File: src/rtl/dac_pkg.sv
// Shared definitions for the DAC signal chain.
//  - interp_state_t : control states of the linear interpolator
//  - step_width     : width of the per-beat increment (one guard bit over the
//                     sample width so a full-scale swing cannot wrap)
//  - acc_width      : width of the phase accumulator (sample width, plus the
//                     fractional bits of the upsampling ratio, plus the guard bit)
package dac_pkg;

  typedef enum logic [1:0] {
    IDLE,
    PRIME,
    RUN,
    STARVE
  } interp_state_t;

  function automatic int step_width(input int width);
    return width + 1;
  endfunction

  function automatic int acc_width(input int width, input int osr_log2);
    return width + osr_log2 + 1;
  endfunction

endpackage

File: src/rtl/axis_slot1.sv
// One-deep holding register for the next base-rate sample.
// The slot reports ready when it is empty, or when the consumer is draining
// it in this very cycle (pass-through), so a new sample can land in the same
// clock that the old one leaves.
// Ports:
//  aclk, arst    clock and asynchronous active-high reset
//  i_data        incoming sample
//  i_valid       incoming sample valid
//  i_capture_en  slot may capture (consumer is streaming)
//  i_pass        consumer drains the slot this cycle and frees it for a new sample
//  i_consume     consumer takes the held sample this cycle
//  o_ready       slot can accept a sample this cycle
//  o_data        held sample
//  o_valid       slot holds a sample
module axis_slot1
  import dac_pkg::*;
#(
  parameter int WIDTH = 16
) (
  input  logic             aclk,
  input  logic             arst,
  input  logic [WIDTH-1:0] i_data,
  input  logic             i_valid,
  input  logic             i_capture_en,
  input  logic             i_pass,
  input  logic             i_consume,
  output logic             o_ready,
  output logic [WIDTH-1:0] o_data,
  output logic             o_valid
);

  logic [WIDTH-1:0] r_data;
  logic             r_valid;
  logic             w_load;

  assign o_ready = ~r_valid | i_pass;
  assign w_load  = i_valid & o_ready & i_capture_en;
  assign o_data  = r_data;
  assign o_valid = r_valid;

  // A load takes priority over a consume: when both happen together the old
  // sample is leaving and the new one replaces it, so the slot stays full.
  always_ff @(posedge aclk or posedge arst) begin
    if (arst) begin
      r_data  <= '0;
      r_valid <= 1'b0;
    end else if (w_load) begin
      r_data  <= i_data;
      r_valid <= 1'b1;
    end else if (i_consume) begin
      r_valid <= 1'b0;
    end
  end

endmodule

File: src/rtl/axis_interp_lin.sv
// Linear-interpolating upsampler feeding the delta-sigma modulator.
// Every base-rate sample pair (x0, x1) becomes R = 2**OSR_LOG2 output beats
// that walk in a straight line from x0 towards x1. If the next sample is
// late the last sample is held, the stream keeps flowing, and a sticky
// underrun flag is raised.
// Ports:
//  aclk, arst            clock and asynchronous active-high reset
//  s_axis_data_*         base-rate signed sample stream (tdata/tvalid/tready)
//  m_axis_data_*         upsampled signed stream, tdata registered
//  phase                 index of the current beat within its segment
//  underrun              sticky flag, set when a segment ends with no next sample
//  clr_underrun          synchronous clear of underrun (a coincident set wins)
module axis_interp_lin
  import dac_pkg::*;
#(
  parameter int WIDTH    = 16,
  parameter int OSR_LOG2 = 6
) (
  input  logic                aclk,
  input  logic                arst,
  input  logic [WIDTH-1:0]    s_axis_data_tdata,
  input  logic                s_axis_data_tvalid,
  output logic                s_axis_data_tready,
  output logic [WIDTH-1:0]    m_axis_data_tdata,
  output logic                m_axis_data_tvalid,
  input  logic                m_axis_data_tready,
  output logic [OSR_LOG2-1:0] phase,
  output logic                underrun,
  input  logic                clr_underrun
);

  localparam int STEP_W = step_width(WIDTH);
  localparam int ACC_W  = acc_width(WIDTH, OSR_LOG2);
  localparam logic [OSR_LOG2-1:0] PHASE_LAST = '1;

  interp_state_t       r_state;
  logic [WIDTH-1:0]    r_x1;
  logic [STEP_W-1:0]   r_step;
  logic [ACC_W-1:0]    r_acc;
  logic [OSR_LOG2-1:0] r_phase;
  logic                r_tvalid;
  logic                r_underrun;

  logic                w_fire;
  logic                w_seg_end;
  logic                w_in_fire;
  logic                w_capture_en;
  logic                w_consume;
  logic [WIDTH-1:0]    w_nxt;
  logic                w_nxt_v;
  logic [WIDTH-1:0]    w_new_sample;
  logic [STEP_W-1:0]   w_new_step;
  logic [ACC_W-1:0]    w_new_acc;
  logic [ACC_W-1:0]    w_acc_sum;

  // Handshake and segment-boundary decode. The slot only captures while
  // streaming; during IDLE/PRIME samples go straight into the datapath so
  // the first beat appears one clock after the second sample.
  assign w_fire       = r_tvalid & m_axis_data_tready;
  assign w_seg_end    = (r_state == RUN) & w_fire & (r_phase == PHASE_LAST);
  assign w_in_fire    = s_axis_data_tvalid & s_axis_data_tready;
  assign w_capture_en = (r_state == RUN) | (r_state == STARVE);
  assign w_consume    = w_nxt_v & (w_seg_end | (r_state == STARVE));

  // The accumulator holds x0 scaled by R, so no separate x0 register is
  // needed: starting a segment only needs the current x1 (the new x0) and
  // the incoming sample (the new x1). Two's-complement add/sub is
  // sign-agnostic, so plain vectors with explicit sign extension suffice.
  assign w_new_sample = (r_state == PRIME) ? s_axis_data_tdata : w_nxt;
  assign w_new_step   = {w_new_sample[WIDTH-1], w_new_sample} - {r_x1[WIDTH-1], r_x1};
  assign w_new_acc    = {r_x1[WIDTH-1], r_x1, {OSR_LOG2{1'b0}}};
  assign w_acc_sum    = r_acc + {{OSR_LOG2{r_step[STEP_W-1]}}, r_step};

  axis_slot1 #(
    .WIDTH(WIDTH)
  ) u_slot (
    .aclk         (aclk),
    .arst         (arst),
    .i_data       (s_axis_data_tdata),
    .i_valid      (s_axis_data_tvalid),
    .i_capture_en (w_capture_en),
    .i_pass       (w_seg_end),
    .i_consume    (w_consume),
    .o_ready      (s_axis_data_tready),
    .o_data       (w_nxt),
    .o_valid      (w_nxt_v)
  );

  // Selecting the integer bits of the accumulator is an arithmetic shift
  // with floor rounding; the result always lies between x0 and x1, so the
  // guard bit is never needed at the output.
  assign m_axis_data_tdata  = r_acc[OSR_LOG2 +: WIDTH];
  assign m_axis_data_tvalid = r_tvalid;
  assign phase              = r_phase;
  assign underrun           = r_underrun;

  // Control FSM and datapath registers. While stalled by the sink nothing
  // advances, which keeps tdata stable under backpressure. At the end of a
  // segment the accumulator is reloaded from x1 (identical to the running
  // sum there), which also makes STARVE output x1 without extra muxing.
  always_ff @(posedge aclk or posedge arst) begin
    if (arst) begin
      r_state    <= IDLE;
      r_x1       <= '0;
      r_step     <= '0;
      r_acc      <= '0;
      r_phase    <= '0;
      r_tvalid   <= 1'b0;
      r_underrun <= 1'b0;
    end else begin
      if (clr_underrun) begin
        r_underrun <= 1'b0;
      end
      case (r_state)
        IDLE: begin
          if (w_in_fire) begin
            r_x1    <= s_axis_data_tdata;
            r_state <= PRIME;
          end
        end
        PRIME: begin
          if (w_in_fire) begin
            r_x1     <= s_axis_data_tdata;
            r_acc    <= w_new_acc;
            r_step   <= w_new_step;
            r_phase  <= '0;
            r_tvalid <= 1'b1;
            r_state  <= RUN;
          end
        end
        RUN: begin
          if (w_seg_end) begin
            r_phase <= '0;
            r_acc   <= w_new_acc;
            if (w_nxt_v) begin
              r_x1   <= w_nxt;
              r_step <= w_new_step;
            end else begin
              r_state    <= STARVE;
              r_underrun <= 1'b1;
            end
          end else if (w_fire) begin
            r_acc   <= w_acc_sum;
            r_phase <= r_phase + 1'b1;
          end
        end
        STARVE: begin
          if (w_nxt_v) begin
            r_x1    <= w_nxt;
            r_acc   <= w_new_acc;
            r_step  <= w_new_step;
            r_phase <= '0;
            r_state <= RUN;
          end
        end
        default: r_state <= IDLE;
      endcase
    end
  end

endmodule

File: config.mk
export PLATFORM = sky130hd
export DESIGN_NAME = axis_interp_lin
export DESIGN_NICKNAME = d
export VERILOG_FILES = /design/src/rtl/dac_pkg.sv /design/src/rtl/axis_slot1.sv /design/src/rtl/axis_interp_lin.sv
export SDC_FILE = /design/constraint.sdc
export NUM_CORES = 1
export LEC_CHECK = 0
export CORE_MARGIN = 1.5
export CORE_UTILIZATION = 50
export DETAILED_ROUTE_END_ITERATION = 6
export GPL_TIMING_DRIVEN = 0
export PLACE_DENSITY_LB_ADDON = 0.3
export SLEW_MARGIN = 20
export SYNTH_ARGS = -nofsm -noshare
export SYNTH_HDL_FRONTEND = slang
export SYNTH_HIERARCHICAL = 1
export SYNTH_SLANG_ARGS = --single-unit
File: constraint.sdc
create_clock -name aclk -period 4.19 [get_ports aclk]
set_input_delay 0.419 -clock aclk [delete_from_list [all_inputs] [get_ports aclk]]
set_output_delay 0.419 -clock aclk [all_outputs]
set_load 0.02 [all_outputs]
==> metrics list <==
* Clock-pin transition on the worst setup and hold timing paths: 0.09 ns
* Area growth from synthesis to final layout: 17.1%
- Top fanout value on the critical path: 10
* Clock buffers created by TritonCTS: 9
* Post-synth net total: 660
- PwrDens: about 900 nW/um^2
* Smallest hold slack: 0.362 ns
- Dividing the final minimum period by the clock period gives 0.944.
* Fillers: 931
* Run status: finished, final reports clean
- Synthesis produced a netlist whose cell count is 599.
- The detail route stage leaves a number of antenna-violating nets equal to 0.
* Switching power total: 2450 uW
* Number of standard-cell rows in the floorplan: 38
- The top cell types in the final layout, fill and taps aside, are sky130_fd_sc_hd__dfrtp_1, sky130_fd_sc_hd__nand2_1, sky130_fd_sc_hd__o21ai_0, sky130_fd_sc_hd__clkdlybuf4s50_1, sky130_fd_sc_hd__a21oi_1.
- The H-tree was split into 3 levels.
- In this run the tool buffered the top-level ports with 45 buffer cells.
- Slew HR: 0.387
* Most common cell after layout, fill and taps aside: sky130_fd_sc_hd__dfrtp_1
* EDFF count, synth: 0
* Post-synth design cell area: ~5500 um^2
- STA classifies the critical path endpoint as a register.
- Internal power comes to ~3300 uW.
- Floorplan die height: 108 um
- Yosys attributes the largest share of cell area to sky130_fd_sc_hd__dfrtp_1, sky130_fd_sc_hd__ha_1, sky130_fd_sc_hd__nand2_1.
* Part of the power in combinational logic: 0.599
- Summing over every cut layer, the via total after detailed routing is ~4400.
* HP Class: input port to async pin
- Once detailed placement completed, the half-perimeter wirelength came to 9930 um.
- The clock arrives with 0.0185 ns of skew.
- Of the total power, registers draw 0.258.
- DRT iter0 DRCs: 200
- 0 antenna diodes ended up in the layout.
* Wire length of the first global-routing pass: 21400 um
* Share of post-route cells with drive strength above 1: 0.127
- Leaving out filler cells and counting taps, the final layout contains ~800.
- For the pin with the worst max-slew slack, the measured transition is about 0.91 ns.
- The worst setup path is launched from a register.
- Once placement completed, the tool counted placed cells totaling 785.
- Max-Cap Viols: 0
- Clk pwr share: 0.142
* Via count of the first global-routing pass: 4440
- Number of slew-limit violations in the final report: 0
- Share of the synthesized area in the top cell type: 0.375
- Critical path arrival: approximately 4.2 ns
- The core region is 10700 um^2.
* Net total in the final layout: 715
- The share of the Yosys chip area taken by registers is 0.375.
- Die X-Extent: 108 um
- Highest achievable clock rate: 0.253 GHz
- Setup violations remaining at the end of the flow were counted as 0.
* Routed length per instance: 15.9 um
- Count of state elements after synthesis: 82
- Post-synthesis async set-or-reset flop share: 1.00
- Total routed wirelength: 12700 um
- Total overflow reported by the global router: 0
- Number of failing hold endpoints at the final stage: 0
- Sink Count: just over 80
- In the routed design, unresolved DRC markers number 0.
* Synthesized area per cell: 9.14 um^2
- Of the total power, the share spent switching nets is 0.429.
* Num ports: 46
- For this configuration, the core starts out at a cell density of 0.510.
* Last weighted congestion value of the routability-driven placer: 0.872
- Dominant cell type by area after synthesis: sky130_fd_sc_hd__dfrtp_1
- Clock latency at the later pin of the worst-skew pair: approximately 0.37 ns
- Yosys mapped the design onto 56 distinct sky130hd cell types.
- Buffer depth of the longest clock path: 2
- Maximum number of pins on one net before global-route repair: 48
- Main synth FF type: sky130_fd_sc_hd__dfrtp_1
* Drt via density: 5.56
* Pleak: about 0.0030 uW
* Req. time, crit path: 4.44 ns
- Yosys printed 6 warnings.
* Total Die Area: 11600 um^2
- The setup path with the least slack is of type register to register.
* Final critical path time including I/O delays and setup: 3.96 ns
- Number of antenna violations at the first check in global routing: 0
- The cell sitting at the root of the clock tree is a sky130_fd_sc_hd__clkbuf_8.
- RSZ-0062 raised after global routing: false
* Worst-case vdd ir drop: about 0.00034 V
- Combined global-route utilization of all metal layers: 0.239
- Clock tree from TritonCTS: yes
- First-pass iteration count of the detailed router: 7
- Post-CTS Setup Inserts: 0
==> through the flow <==
stage          utilization  setup TNS, ns  instance area (um^2)  total power, uW  setup WS [ns]
3_3_place_gp         0.568         -0.521                  6100             4750         -0.316
6_report             0.597              0                  6420             5720          0.234
2_1_floorplan            -              0                  5480             4040          0.262
4_1_cts              0.597              0                  6420             5720         0.0831
3_5_place_dp         0.571         -0.899                  6130             4890         -0.465
5_1_grt              0.597              0                  6420             6230        0.00823
==> area by class of cell <==
type	count	area, um^2	share of cell area
sequential	82	2050	0.320
clock buffer	11	131	0.0205
timing repair buffer	46	478	0.0745
multi-input combinational	448	3090	0.482
tap	140	175	0.0273
buffer	38	228	0.0355
inverter	29	111	0.0174
clock inverter	5	150	0.0234
==> worst max-delay path, cell delays in order (launching register included) <==
cell and delay, ns:
sky130_fd_sc_hd__dfrtp_1 0.47, sky130_fd_sc_hd__nand2b_4 0.26, sky130_fd_sc_hd__buf_2 0.31, sky130_fd_sc_hd__mux2i_1 0.28, sky130_fd_sc_hd__ha_1 0.20, sky130_fd_sc_hd__inv_1 0.06
sky130_fd_sc_hd__fa_1 0.40, sky130_fd_sc_hd__a21o_1 0.22, sky130_fd_sc_hd__a21oi_2 0.17, sky130_fd_sc_hd__o21bai_1 0.08, sky130_fd_sc_hd__a21o_1 0.21, sky130_fd_sc_hd__a21oi_2 0.19
sky130_fd_sc_hd__o21ai_2 0.10, sky130_fd_sc_hd__a2111o_1 0.43, sky130_fd_sc_hd__a31oi_2 0.22, sky130_fd_sc_hd__xor2_1 0.17, sky130_fd_sc_hd__o21ai_1 0.07
==> flip-flops by register name (all words and copies together), names as in the netlist <==
name / cells
r_x1: 16
u_slot/o_data: 16
m_axis_data_tvalid: 1
u_slot/o_valid: 1
underrun: 1
r_state: 2
r_acc: 22
r_step: 17
phase: 6
==> power by group through the flow <==
stage | registers (uW) | logic (uW) | clock network (uW)
2_1_floorplan | 1380 | 2660 | 0
3_3_place_gp | 1460 | 3290 | 0
3_5_place_dp | 1480 | 3410 | 0
4_1_cts | 1470 | 3440 | 816
5_1_grt | 1530 | 3850 | 848
6_report | 1480 | 3430 | 813
==> cells in the mapped netlist (2+ instances only) <==
| master | count |
|---|---|
| sky130_fd_sc_hd__a21o_1 | 7 |
| sky130_fd_sc_hd__xnor2_1 | 15 |
| sky130_fd_sc_hd__a211oi_1 | 4 |
| sky130_fd_sc_hd__mux2i_1 | 17 |
| sky130_fd_sc_hd__a21oi_1 | 40 |
| sky130_fd_sc_hd__ha_1 | 38 |
| sky130_fd_sc_hd__nor2_1 | 35 |
| sky130_fd_sc_hd__nand4_1 | 2 |
| sky130_fd_sc_hd__fa_1 | 2 |
| sky130_fd_sc_hd__nand3_1 | 13 |
| sky130_fd_sc_hd__inv_1 | 29 |
| sky130_fd_sc_hd__a41o_1 | 2 |
| sky130_fd_sc_hd__a31oi_1 | 9 |
| sky130_fd_sc_hd__o22ai_1 | 2 |
| sky130_fd_sc_hd__buf_4 | 16 |
| sky130_fd_sc_hd__buf_1 | 3 |
| sky130_fd_sc_hd__o21ai_1 | 16 |
| sky130_fd_sc_hd__o21bai_1 | 5 |
| sky130_fd_sc_hd__xor2_1 | 14 |
| sky130_fd_sc_hd__nand2_1 | 74 |
| sky130_fd_sc_hd__nor2b_1 | 7 |
| sky130_fd_sc_hd__nor3_1 | 12 |
| sky130_fd_sc_hd__or3_1 | 4 |
| sky130_fd_sc_hd__nor3b_1 | 2 |
| sky130_fd_sc_hd__a31o_2 | 2 |
| sky130_fd_sc_hd__nand2b_1 | 9 |
| sky130_fd_sc_hd__o211ai_1 | 2 |
| sky130_fd_sc_hd__mux2_2 | 23 |
| sky130_fd_sc_hd__o21ai_0 | 52 |
| sky130_fd_sc_hd__a211oi_2 | 2 |
| sky130_fd_sc_hd__o21a_1 | 3 |
| sky130_fd_sc_hd__a21oi_2 | 3 |
| sky130_fd_sc_hd__mux2_4 | 9 |
| sky130_fd_sc_hd__dfrtp_1 | 82 |
| sky130_fd_sc_hd__clkbuf_1 | 19 |
| sky130_fd_sc_hd__o31ai_1 | 5 |
==> metal layers <==
| metal | part of all wire | vias up | GRT usage |
|---|---|---|---|
| met4 | 0.025 | 0 | 0.114 |
| met3 | 0.041 | 24 | 0.0303 |
| li1 | - | 2207 | - |
| met5 | 0 | - | 0 |
| met1 | 0.46 | 2103 | 0.307 |
| met2 | 0.48 | 110 | 0.400 |
==> logic make-up (layout without fill, tap and decap cells) <==
logic type | count (synthesis) | in the layout | synth area share
buffers and inverters | 69 | 129 | 0.0626
AOI/OAI and AO/OA | 164 | 164 | 0.181
and+or+nand+nor | 166 | 166 | 0.138
DFF | 82 | 82 | 0.375
adders and majority gates | 40 | 40 | 0.0941
xor gates and xnor gates | 29 | 29 | 0.0464
muxes | 49 | 49 | 0.103
==> timing repair <==
item,in CTS,in global routing
resized for setup,3,0
hold buffers,0,0
hold endpoints to repair,0,0
setup endpoints to repair,4,2
==> path summary, 6_finish.rpt <==
path	start	end	slack, ns	depth (start not counted)
max	r_state[1]	r_step[14]	0.23	16
min	arst	underrun	0.36	2
max reg2reg	r_state[1]	r_step[14]	0.23	16
min reg2reg	r_x1[13]	r_x1[13]	0.48	2
max in group asynchronous	arst	u_slot/o_data[13]	3.25	2
min in group aclk	r_x1[13]	r_x1[13]	0.48	2
No activity file was read; power rests on OpenSTA's default activity.
